==> src/rtl/pc_fetch_unit.sv <==
// pc_fetch_unit: PC register and in-order instruction-fetch stage feeding decode.
// Latency: request accepted in cycle t, response in t+L, instruction valid to decode from t+L+1.
// Backpressure: valid/ready on the memory request side; credits (outstanding + buffered)
//   stop issue when the buffer could overflow; decode stalls via instReady.
//
// Ports:
//   i_clk / i_rst_n           clock (rising edge), asynchronous active-low reset
//   i_redirect/i_redirect_pc  load a new fetch PC (low two bits forced to 0) and flush
//   o_fetch_pc                address of the next request, feeds the next-PC generator
//   o_imem_req_*              request to instruction memory (addr == o_fetch_pc)
//   i_imem_resp_*             in-order responses, no backpressure
//   o_inst_* / i_inst_rdy     buffer head (instruction word + its PC) towards decode

// Small synchronous FIFO with synchronous clear, used for both the PC-tag queue and
// the instruction buffer. Push/pop in the same cycle keep the count unchanged.
// The caller guarantees no push when full and no pop when empty.
module pc_fetch_fifo #(
  parameter int W     = 32,
  parameter int DEPTH = 2,
  parameter int CW    = $clog2(DEPTH + 1)
) (
  input  logic          i_clk,
  input  logic          i_rst_n,
  input  logic          i_clr,
  input  logic          i_push,
  input  logic [W-1:0]  i_push_dat,
  input  logic          i_pop,
  output logic [W-1:0]  o_head_dat,
  output logic [CW-1:0] o_count
);
  localparam int AW = (DEPTH > 1) ? $clog2(DEPTH) : 1;

  logic [W-1:0]  r_mem [DEPTH];
  logic [AW-1:0] r_wr_ptr;
  logic [AW-1:0] r_rd_ptr;
  logic [CW-1:0] r_count;

  // Explicit wrap so DEPTH need not be a power of two.
  function automatic logic [AW-1:0] ptr_inc(input logic [AW-1:0] p);
    return (p == AW'(DEPTH - 1)) ? '0 : p + AW'(1);
  endfunction

  always_ff @(posedge i_clk or negedge i_rst_n) begin
    if (!i_rst_n) begin
      r_wr_ptr <= '0;
      r_rd_ptr <= '0;
      r_count  <= '0;
    end else if (i_clr) begin
      r_wr_ptr <= '0;
      r_rd_ptr <= '0;
      r_count  <= '0;
    end else begin
      if (i_push) r_wr_ptr <= ptr_inc(r_wr_ptr);
      if (i_pop)  r_rd_ptr <= ptr_inc(r_rd_ptr);
      if (i_push && !i_pop)      r_count <= r_count + CW'(1);
      else if (!i_push && i_pop) r_count <= r_count - CW'(1);
    end
  end

  // Storage needs no reset: nothing reads an entry before it has been written.
  always_ff @(posedge i_clk) begin
    if (i_push && !i_clr) r_mem[r_wr_ptr] <= i_push_dat;
  end

  assign o_head_dat = r_mem[r_rd_ptr];
  assign o_count    = r_count;
endmodule

module pc_fetch_unit #(
  parameter logic [31:0] RESET_PC        = 32'h0000_0000,
  parameter int          BUF_DEPTH       = 2,
  parameter int          MAX_OUTSTANDING = 2
) (
  input  logic        i_clk,
  input  logic        i_rst_n,
  input  logic        i_redirect,
  input  logic [31:0] i_redirect_pc,
  output logic [31:0] o_fetch_pc,
  output logic        o_imem_req_vld,
  input  logic        i_imem_req_rdy,
  output logic [31:0] o_imem_req_addr,
  input  logic        i_imem_resp_vld,
  input  logic [31:0] i_imem_resp_dat,
  output logic        o_inst_vld,
  input  logic        i_inst_rdy,
  output logic [31:0] o_inst_dat,
  output logic [31:0] o_inst_pc
);
  localparam int OW = $clog2(MAX_OUTSTANDING + 1);
  localparam int BW = $clog2(BUF_DEPTH + 1);
  localparam logic [31:0] MAX_OUT_U   = MAX_OUTSTANDING;
  localparam logic [31:0] BUF_DEPTH_U = BUF_DEPTH;

  typedef struct packed {
    logic [31:0] pc;
    logic [31:0] dat;
  } inst_ent_t;

  logic [31:0]   r_fetch_pc;
  logic [OW-1:0] r_outst;     // accepted requests still waiting for a response
  logic [OW-1:0] r_drop;      // of those, how many belong to a flushed stream
  logic          r_run;       // holds request valid low until the first edge after reset

  logic [BW-1:0] w_buf_cnt;
  logic [OW-1:0] w_tag_cnt_unused;
  logic [31:0]   w_tag_pc;
  inst_ent_t     w_head;
  inst_ent_t     w_push_ent;
  logic          w_resp;
  logic          w_keep_resp;
  logic          w_credit;
  logic          w_req_vld;
  logic          w_issue;
  logic          w_pop;
  logic          w_unused_lsb;

  // A response with nothing outstanding is a protocol error and is ignored entirely.
  assign w_resp = i_imem_resp_vld && (r_outst != '0);

  // Stale responses (pending drops, or one arriving during a redirect) never reach
  // the buffer and never pop a tag: the tag queue was cleared on redirect, so it only
  // ever holds tags for requests of the current stream.
  assign w_keep_resp = w_resp && !i_redirect && (r_drop == '0);

  // Counting outstanding requests against buffer space guarantees every response
  // finds a free slot, so the response path needs no backpressure.
  assign w_credit  = (32'(r_outst) < MAX_OUT_U) &&
                     ((32'(r_outst) + 32'(w_buf_cnt)) < BUF_DEPTH_U);
  assign w_req_vld = r_run && !i_redirect && w_credit;
  assign w_issue   = w_req_vld && i_imem_req_rdy;
  assign w_pop     = o_inst_vld && i_inst_rdy;

  assign w_push_ent.pc  = w_tag_pc;
  assign w_push_ent.dat = i_imem_resp_dat;

  pc_fetch_fifo #(
    .W     (32),
    .DEPTH (MAX_OUTSTANDING),
    .CW    (OW)
  ) u_tag_fifo (
    .i_clk      (i_clk),
    .i_rst_n    (i_rst_n),
    .i_clr      (i_redirect),
    .i_push     (w_issue),
    .i_push_dat (r_fetch_pc),
    .i_pop      (w_keep_resp),
    .o_head_dat (w_tag_pc),
    .o_count    (w_tag_cnt_unused)
  );

  pc_fetch_fifo #(
    .W     ($bits(inst_ent_t)),
    .DEPTH (BUF_DEPTH),
    .CW    (BW)
  ) u_inst_buf (
    .i_clk      (i_clk),
    .i_rst_n    (i_rst_n),
    .i_clr      (i_redirect),
    .i_push     (w_keep_resp),
    .i_push_dat (w_push_ent),
    .i_pop      (w_pop),
    .o_head_dat (w_head),
    .o_count    (w_buf_cnt)
  );

  always_ff @(posedge i_clk or negedge i_rst_n) begin
    if (!i_rst_n) begin
      r_run      <= 1'b0;
      r_fetch_pc <= {RESET_PC[31:2], 2'b00};
      r_outst    <= '0;
      r_drop     <= '0;
    end else begin
      r_run <= 1'b1;

      if (i_redirect)   r_fetch_pc <= {i_redirect_pc[31:2], 2'b00};
      else if (w_issue) r_fetch_pc <= r_fetch_pc + 32'd4;

      // No issue happens during a redirect, so this covers that cycle as well.
      if (w_issue && !w_resp)      r_outst <= r_outst + OW'(1);
      else if (!w_issue && w_resp) r_outst <= r_outst - OW'(1);

      // Everything still outstanding after a redirect is stale. Recomputing from
      // r_outst (instead of adding to r_drop) keeps back-to-back redirects exact.
      if (i_redirect)                   r_drop <= w_resp ? (r_outst - OW'(1)) : r_outst;
      else if (w_resp && r_drop != '0)  r_drop <= r_drop - OW'(1);
    end
  end

  assign w_unused_lsb = ^i_redirect_pc[1:0];

  assign o_fetch_pc      = r_fetch_pc;
  assign o_imem_req_vld  = w_req_vld;
  assign o_imem_req_addr = r_fetch_pc;
  assign o_inst_vld      = (w_buf_cnt != '0);
  // Head fields read as zero while the buffer is empty (including during reset).
  assign o_inst_dat      = o_inst_vld ? w_head.dat : 32'd0;
  assign o_inst_pc       = o_inst_vld ? w_head.pc  : 32'd0;
endmodule

==> config.mk <==
export PLATFORM = sky130hd
export DESIGN_NAME = pc_fetch_unit
export DESIGN_NICKNAME = d
export VERILOG_FILES = /design/src/rtl/pc_fetch_unit.sv
export SDC_FILE = /design/constraint.sdc
export NUM_CORES = 1
export LEC_CHECK = 0
export BUFFER_PORTS_ARGS = -buffer_cell sky130_fd_sc_hd__buf_2
export CELL_PAD_IN_SITES_DETAIL_PLACEMENT = 1
export CELL_PAD_IN_SITES_GLOBAL_PLACEMENT = 2
export CORE_MARGIN = 1
export CORE_UTILIZATION = 39
export DETAILED_ROUTE_END_ITERATION = 10
export PLACE_DENSITY_LB_ADDON = 0.1
export SLEW_MARGIN = 30
export SYNTH_ARGS = -nofsm -noshare
export SYNTH_HDL_FRONTEND = slang
export SYNTH_HIERARCHICAL = 1
export SYNTH_SLANG_ARGS = --single-unit
==> constraint.sdc <==
create_clock -name i_clk -period 8.1 [get_ports i_clk]
set_clock_uncertainty 0.05 [all_clocks]
set_input_delay 1.62 -clock i_clk [delete_from_list [all_inputs] [get_ports i_clk]]
set_output_delay 1.62 -clock i_clk [all_outputs]
set_load 0.02 [all_outputs]
==> results.json, run 1 <==
{
  "top_usage_layer": "met2",
  "critPathBufInv": 3,
  "antenna_found_initial": 0,
  "cp_top_family": "simple AND/OR/NAND/NOR gates",
  "drtIter0Drc": 307,
  "setup_tns_ns": 0,
  "ys.warnings.count": 6,
  "antenna_cells": 0,
  "clock_sinks": 233,
  "num_vias": 6077,
  "use_met3_pct": 2.70,
  "syn_area_sq_um": 10400,
  "period_minus_slack_ns": 4.41,
  "cts_resized": 0,
  "period_share_pct": 54.4,
  "design.die.area_sq_um": 27400,
  "grt_pass1_wl_mm": 35.5,
  "clock.fmax_ghz": 0.227,
  "crit_path_max_fanout": 47,
  "synth_cells": 682,
  "io_buffers": 193,
  "p_total_mw": 3.56,
  "slew_viol_final": 0,
  "rows": 59,
  "overflow": 0,
  "critical_path.max_stage_delay_ns": 0.78,
  "clk_pin_slew_ns": 0.06,
  "post-cts-setup-buffers": 0,
  "layout-drive-gt1-share_pct": 40.1,
  "via_per_inst": 5.03,
  "holdWs_ns": 0.506,
  "start_util_pct": 39.9,
  "hpwl_mm": 15.6,
  "io-pin-count": 200,
  "routabilityCongestion": 0.799,
  "cts_made_buffers": 25,
  "drt_first_pass_iters": 7,
  "grt_pass1_vias": 6360,
  "leakage_nw": 4.89,
  "fp.dieH_um": 166,
  "cap_violations": 0,
  "htreeDepth": 1,
  "rsz0062_at_grt": "no",
  "cts_tree": "done",
  "critPathKind": "input port to register",
  "p_per_area_nw_per_um2": 289,
  "root_buffer": "clkbuf_16",
  "slowest_stage": "nor3b_2",
  "grt_start_max_net_pins": 67,
  "drcViolationCount": 34,
  "peakVddDrop_mv": 0.130,
  "met2_usage_pct": 29.5,
  "relSlewSlack_pct": 36.9,
  "synth.avg_cell_area_sq_um": 15.3,
  "path_cells": "buf_2, nor4_4, nand3_2, clkinv_2, nor3b_2, buf_4",
  "hp-class": "register to register",
  "start_kind": "input port",
  "failed_checks": "DRC",
  "insertion_delay_ns": 0.51,
  "worstMarginPinSlew_ns": 0.944,
  "wl_mm": 23.5,
  "timing.final.hold_violations": 0,
  "crit_arrival_ns": 4.52,
  "cts.path.max_buffers": 3,
  "nNetsFinal": 929,
  "core_sq_um": 26100,
  "hold_buffers": 0,
  "final_antenna_net_count": 0,
  "die_w_um": 166,
  "setup_viol": 0,
  "met1_usage_pct": 22.4,
  "track_usage_pct": 17.0,
  "area_delta_synth_final_pct": 18.2,
  "wl_per_cell_um": 19.4,
  "critPathCaptureType": "register",
  "critPathRequiredTime_ns": 8.21,
  "status": "finished, violations left"
}
## where the power goes
group / leakage (nW) / internal (mW) / total [mW] / switching, mW
logic: 2.27 / 0.416 / 0.993 / 0.577
registers: 2.23 / 1.38 / 1.47 / 0.0910
clock network: 0.391 / 0.668 / 1.10 / 0.430
## layout make-up
class                      instances  area [sq um]
multi-input combinational        383          3200
tap                              335           419
fill                            2671         13800
clock inverter                     8          90.1
sequential                       233          6800
inverter                          10          38.8
clock buffer                      37           711
timing repair buffer             201          1080
## through the flow
| step | cells | instance area (sq um) | util (%) | setup WS [ns] |
|---|---|---|---|---|
| floorplan | 689 | 10500 | - | 0.0890 |
| global placement | 1159 | 11500 | 43.8 | 3.22 |
| detailed placement | 1161 | 11500 | 44.0 | 3.14 |
| CTS | 1206 | 12300 | 47.1 | 3.68 |
| global route | 1207 | 12300 | 47.2 | 3.45 |
| finish | 1207 | 12300 | 47.2 | 3.69 |
## worst reg2reg max path, cell delays in order, from the launching register on
cell and delay, ns:
dfrtp_1 0.43, and2_1 0.19, fa_1 0.49, nor4_4 0.32, nand3_2 0.44, clkinv_2 0.46, nor3b_2 0.78, buf_4 0.48
## layout by cell type (no fill, tap or decap), types with 5 or more instances in the layout
cell	instances
mux2_2	14
conb_1	9
buf_4	6
buf_2	192
o21ai_0	15
nand4_1	11
clkbuf_1	8
nand2_1	42
o211ai_1	14
a31oi_1	6
and2_1	69
nor3_1	7
xnor2_1	7
dfrtp_1	39
o311ai_0	5
clkbuf_16	25
edfxtp_1	192
nand3_1	19
inv_1	9
nor2_1	19
mux2_4	79
## state kept, by name (all words and copies together) (netlist names)
signal,flops
u_tag_fifo/r_mem,64
r_run,1
u_tag_fifo/r_wr_ptr,1
u_inst_buf/r_wr_ptr,1
r_drop,2
u_inst_buf/r_rd_ptr,1
o_fetch_pc,30
u_tag_fifo/r_rd_ptr,1
u_inst_buf/o_count,2
u_inst_buf/r_mem,128
r_outst,2
## layer usage
| layer | wire length [um] | vias to the layer above | part of all wire, % |
|---|---|---|---|
| li1 | - | 2839 | - |
| met4 | 291 | 0 | 1.2 |
| met1 | 10300 | 3047 | 44 |
| met3 | 1300 | 25 | 5.5 |
| met5 | 0 | - | 0 |
| met2 | 11600 | 166 | 49 |
## worst paths after layout
check / from / to / slack, ns / depth (start not counted)
min in group asynchronous: i_rst_n / o_fetch_pc[25]$_DFFE_PN0P_ / 1.07 / 1
hold / removal: u_tag_fifo/r_mem[1][18]$_DFFE_PP_ / u_inst_buf/r_mem[0][50]$_DFFE_PP_ / 0.51 / 1
max in group asynchronous: i_rst_n / u_inst_buf/r_rd_ptr$_DFFE_PN0P_ / 6.49 / 1
setup reg to reg: u_inst_buf/o_count[0]$_DFFE_PN0P_ / u_tag_fifo/r_mem[0][26]$_DFFE_PP_ / 4.09 / 7
setup / recovery: i_redirect / u_tag_fifo/r_mem[0][26]$_DFFE_PP_ / 3.69 / 6
hold reg to reg: u_tag_fifo/r_mem[1][18]$_DFFE_PP_ / u_inst_buf/r_mem[0][50]$_DFFE_PP_ / 0.51 / 1
No activity file was read; power rests on OpenSTA's default activity.
==> run 2: changes to the inputs <==
--- a/config.mk
+++ b/config.mk
@@ -5,11 +5,12 @@
 export SDC_FILE = /design/constraint.sdc
 export NUM_CORES = 1
 export LEC_CHECK = 0
+export ABC_AREA = 1
 export BUFFER_PORTS_ARGS = -buffer_cell sky130_fd_sc_hd__buf_2
 export CELL_PAD_IN_SITES_DETAIL_PLACEMENT = 1
 export CELL_PAD_IN_SITES_GLOBAL_PLACEMENT = 2
 export CORE_MARGIN = 1
-export CORE_UTILIZATION = 39
+export CORE_UTILIZATION = 37
 export DETAILED_ROUTE_END_ITERATION = 10
 export PLACE_DENSITY_LB_ADDON = 0.1
 export SLEW_MARGIN = 30
==> constraint.sdc (replaced) <==
create_clock -name i_clk -period 4.1 [get_ports i_clk]
set_clock_uncertainty 0.05 [all_clocks]
set_input_delay 0.82 -clock i_clk [delete_from_list [all_inputs] [get_ports i_clk]]
set_output_delay 0.82 -clock i_clk [all_outputs]
set_load 0.02 [all_outputs]
==> run 2 against run 1 <==
- the run now ends clean
- critical path depth decreased by 1
- non-clock buffer count rose by 2
- sequential power up 110%
- die area up 10%
- global-route usage down 0.30 points
- register-to-register slack lost 2.8 ns
- clock power increased by 98%
- power is 120% higher
- utilization fell by 2.5 points
- flip-flop and latch count is the same
- sequential share of layout area down 2.4 points
- via count rose by 11%
- critical path type is now register to output port
- largest power group unchanged
==> results.json, run 2 <==
{
  "synth.avg_cell_area_sq_um": 12.2,
  "core_sq_um": 28900,
  "seqPwrFrac_pct": 39.8,
  "hold_buffers": 0,
  "start_kind": "register",
  "rsz0062_at_grt": "no",
  "design.die.area_sq_um": 30200,
  "p_per_area_nw_per_um2": 597,
  "rows": 62,
  "worstRegToRegCells": 9,
  "via_per_inst": 4.59,
  "drt_first_pass_iters": 4,
  "routabilityCongestion": 0.743,
  "relSlewSlack_pct": 39.7,
  "cts_tree": "done",
  "clock_sinks": 233,
  "crit_path_max_fanout": 34,
  "hpwl_mm": 16.9,
  "overflow": 0,
  "synth_cells": 892,
  "period_minus_slack_ns": 3.25,
  "antenna_found_initial": 0,
  "io_buffers": 193,
  "track_usage_pct": 16.7,
  "post-cts-setup-buffers": 0,
  "syn_area_sq_um": 10900,
  "wl_mm": 25.2,
  "timing.rr.start": "u_inst_buf/o_count[0]$_DFFE_PN0P_",
  "insertion_delay_ns": 0.52,
  "clk_pin_slew_ns": 0.06,
  "fillers": 3159,
  "slew_viol_final": 0,
  "die_w_um": 174,
  "p_total_mw": 7.71,
  "drcViolationCount": 0,
  "worstMarginPinSlew_ns": 0.903,
  "io-pin-count": 200,
  "crit_arrival_ns": 2.38,
  "clock.fmax_ghz": 0.308,
  "largest_reg_flops": 128,
  "p_int_mw": 4.93,
  "period_share_pct": 79.2,
  "antenna_cells": 0,
  "nNetsFinal": 1145,
  "critPathCaptureType": "output port",
  "cts.path.max_buffers": 3,
  "layout-drive-gt1-share_pct": 34.0,
  "path_cells": "buf_12, mux2_2, inv_1, nor2_1, buf_2",
  "critPathKind": "register to output port",
  "fp.dieH_um": 174,
  "power_switching_mw": 2.77,
  "cap_violations": 0,
  "final_cells": 1474,
  "htreeDepth": 1,
  "cts_made_buffers": 26,
  "layout_common_cells": "buf_2, edfxtp_1, nand2_1, inv_1, nor2_1",
  "comb_power_share_pct": 31.8,
  "root_buffer": "clkbuf_16",
  "timing.final.hold_violations": 0,
  "leakage_nw": 5.55,
  "slowest_stage": "dfrtp_4",
  "placed_cells": 1426,
  "grt_pass1_wl_mm": 39.1,
  "pre_cts_slack_ns": 1.13,
  "critical_path.max_stage_delay_ns": 0.81,
  "fin_ws_ns": 0.851,
  "p_clk_share_pct": 28.4,
  "peakVddDrop_mv": 0.354,
  "regMostFlops": "u_inst_buf/r_mem",
  "setup_viol": 0,
  "ys.warnings.count": 6,
  "critPathRequiredTime_ns": 3.23,
  "switching_share_pct": 36.0,
  "r2r_slack_ns": 1.33,
  "num_vias": 6771,
  "grt_pass1_vias": 6926,
  "hp-class": "input port to asynchronous set/reset pin",
  "final_antenna_net_count": 0,
  "wl_per_cell_um": 17.1,
  "start_util_pct": 37.8,
  "grt_start_max_net_pins": 65,
  "cts_resized": 0,
  "r2r_end": "u_tag_fifo/r_mem[0][19]$_DFFE_PP_",
  "area_delta_synth_final_pct": 18.2,
  "drtIter0Drc": 242,
  "status": "finished clean"
}
## run 2: cell count changes in the layout (fill, tap and decap cells not counted), sizes merged, moves of 6 or more
cell    before  now
inv          9  125
nand2       44  144
nor2        21  111
and2        69    1
nand3       20   40
o21bai       0   11
o211ai      14    5
xor2         4   13
nand4       12    5
o21ai       16   23
clkinv       7   13
xnor2        7    1
## run 2: power by group through the flow
stage	clock network, mW	registers, mW	logic [mW]
3_5_place_dp	0	3.13	2.50
6_report	2.18	3.07	2.45
5_1_grt	2.36	3.11	2.68
2_1_floorplan	0	3.01	1.81
4_1_cts	2.26	3.08	2.50
3_3_place_gp	0	3.12	2.47
## run 2: worst max-delay path, delay by kind of cell (launching register included)
family,cells,cell delay (ns)
buffers and inverters,3,0.60
and+or+nand+nor,1,0.05
muxes,1,0.36
DFF,1,0.81
## run 2: how the worst max path moves through the flow
stage                                          from                               end  slack [ns]  cells after the start
finish              u_inst_buf/r_rd_ptr$_DFFE_PN0P_                     o_inst_pc[20]        0.85                      5
global route        u_inst_buf/r_rd_ptr$_DFFE_PN0P_                     o_inst_pc[20]        0.72                      5
CTS                 u_inst_buf/r_rd_ptr$_DFFE_PN0P_                     o_inst_dat[0]        0.80                      5
detailed placement                       i_redirect  u_inst_buf/r_mem[0][6]$_DFFE_PP_        1.13                      7
global placement                         i_redirect  u_inst_buf/r_mem[0][5]$_DFFE_PP_        1.19                      7
floorplan                                i_redirect  u_inst_buf/r_mem[0][0]$_DFFE_PP_       -0.75                      5
## run 2: area by class of cell
| class | instances | area, sq um | area share (%) |
|---|---|---|---|
| flip-flops and latches | 233 | 6800 | 52.7 |
| well taps | 384 | 480 | 3.72 |
| repair buffers | 203 | 1120 | 8.67 |
| clock buffers | 32 | 694 | 5.38 |
| multi-input cells | 481 | 3230 | 25.0 |
| inverters | 125 | 472 | 3.66 |
| clock inverters | 16 | 106 | 0.825 |
## run 2: stage by stage
stage / cell area [sq um] / setup TNS, ns / hold slack (ns) / util, %
after CTS: 12900 / 0 / 0.392 / 44.7
after global routing: 12900 / 0 / 0.239 / 44.7
after detailed placement: 12100 / 0 / 0.467 / 41.9
after global placement: 12100 / 0 / 0.469 / 41.9
final: 12900 / 0 / 0.215 / 44.7
after floorplan: 10900 / -96.21 / 0.431 / -
## run 2: per-layer routing
layer,track usage (%),part of all wire [%]
met1,21.7,46
met2,29.4,49
met3,2.30,3.8
met4,3.84,1.8
met5,0,0
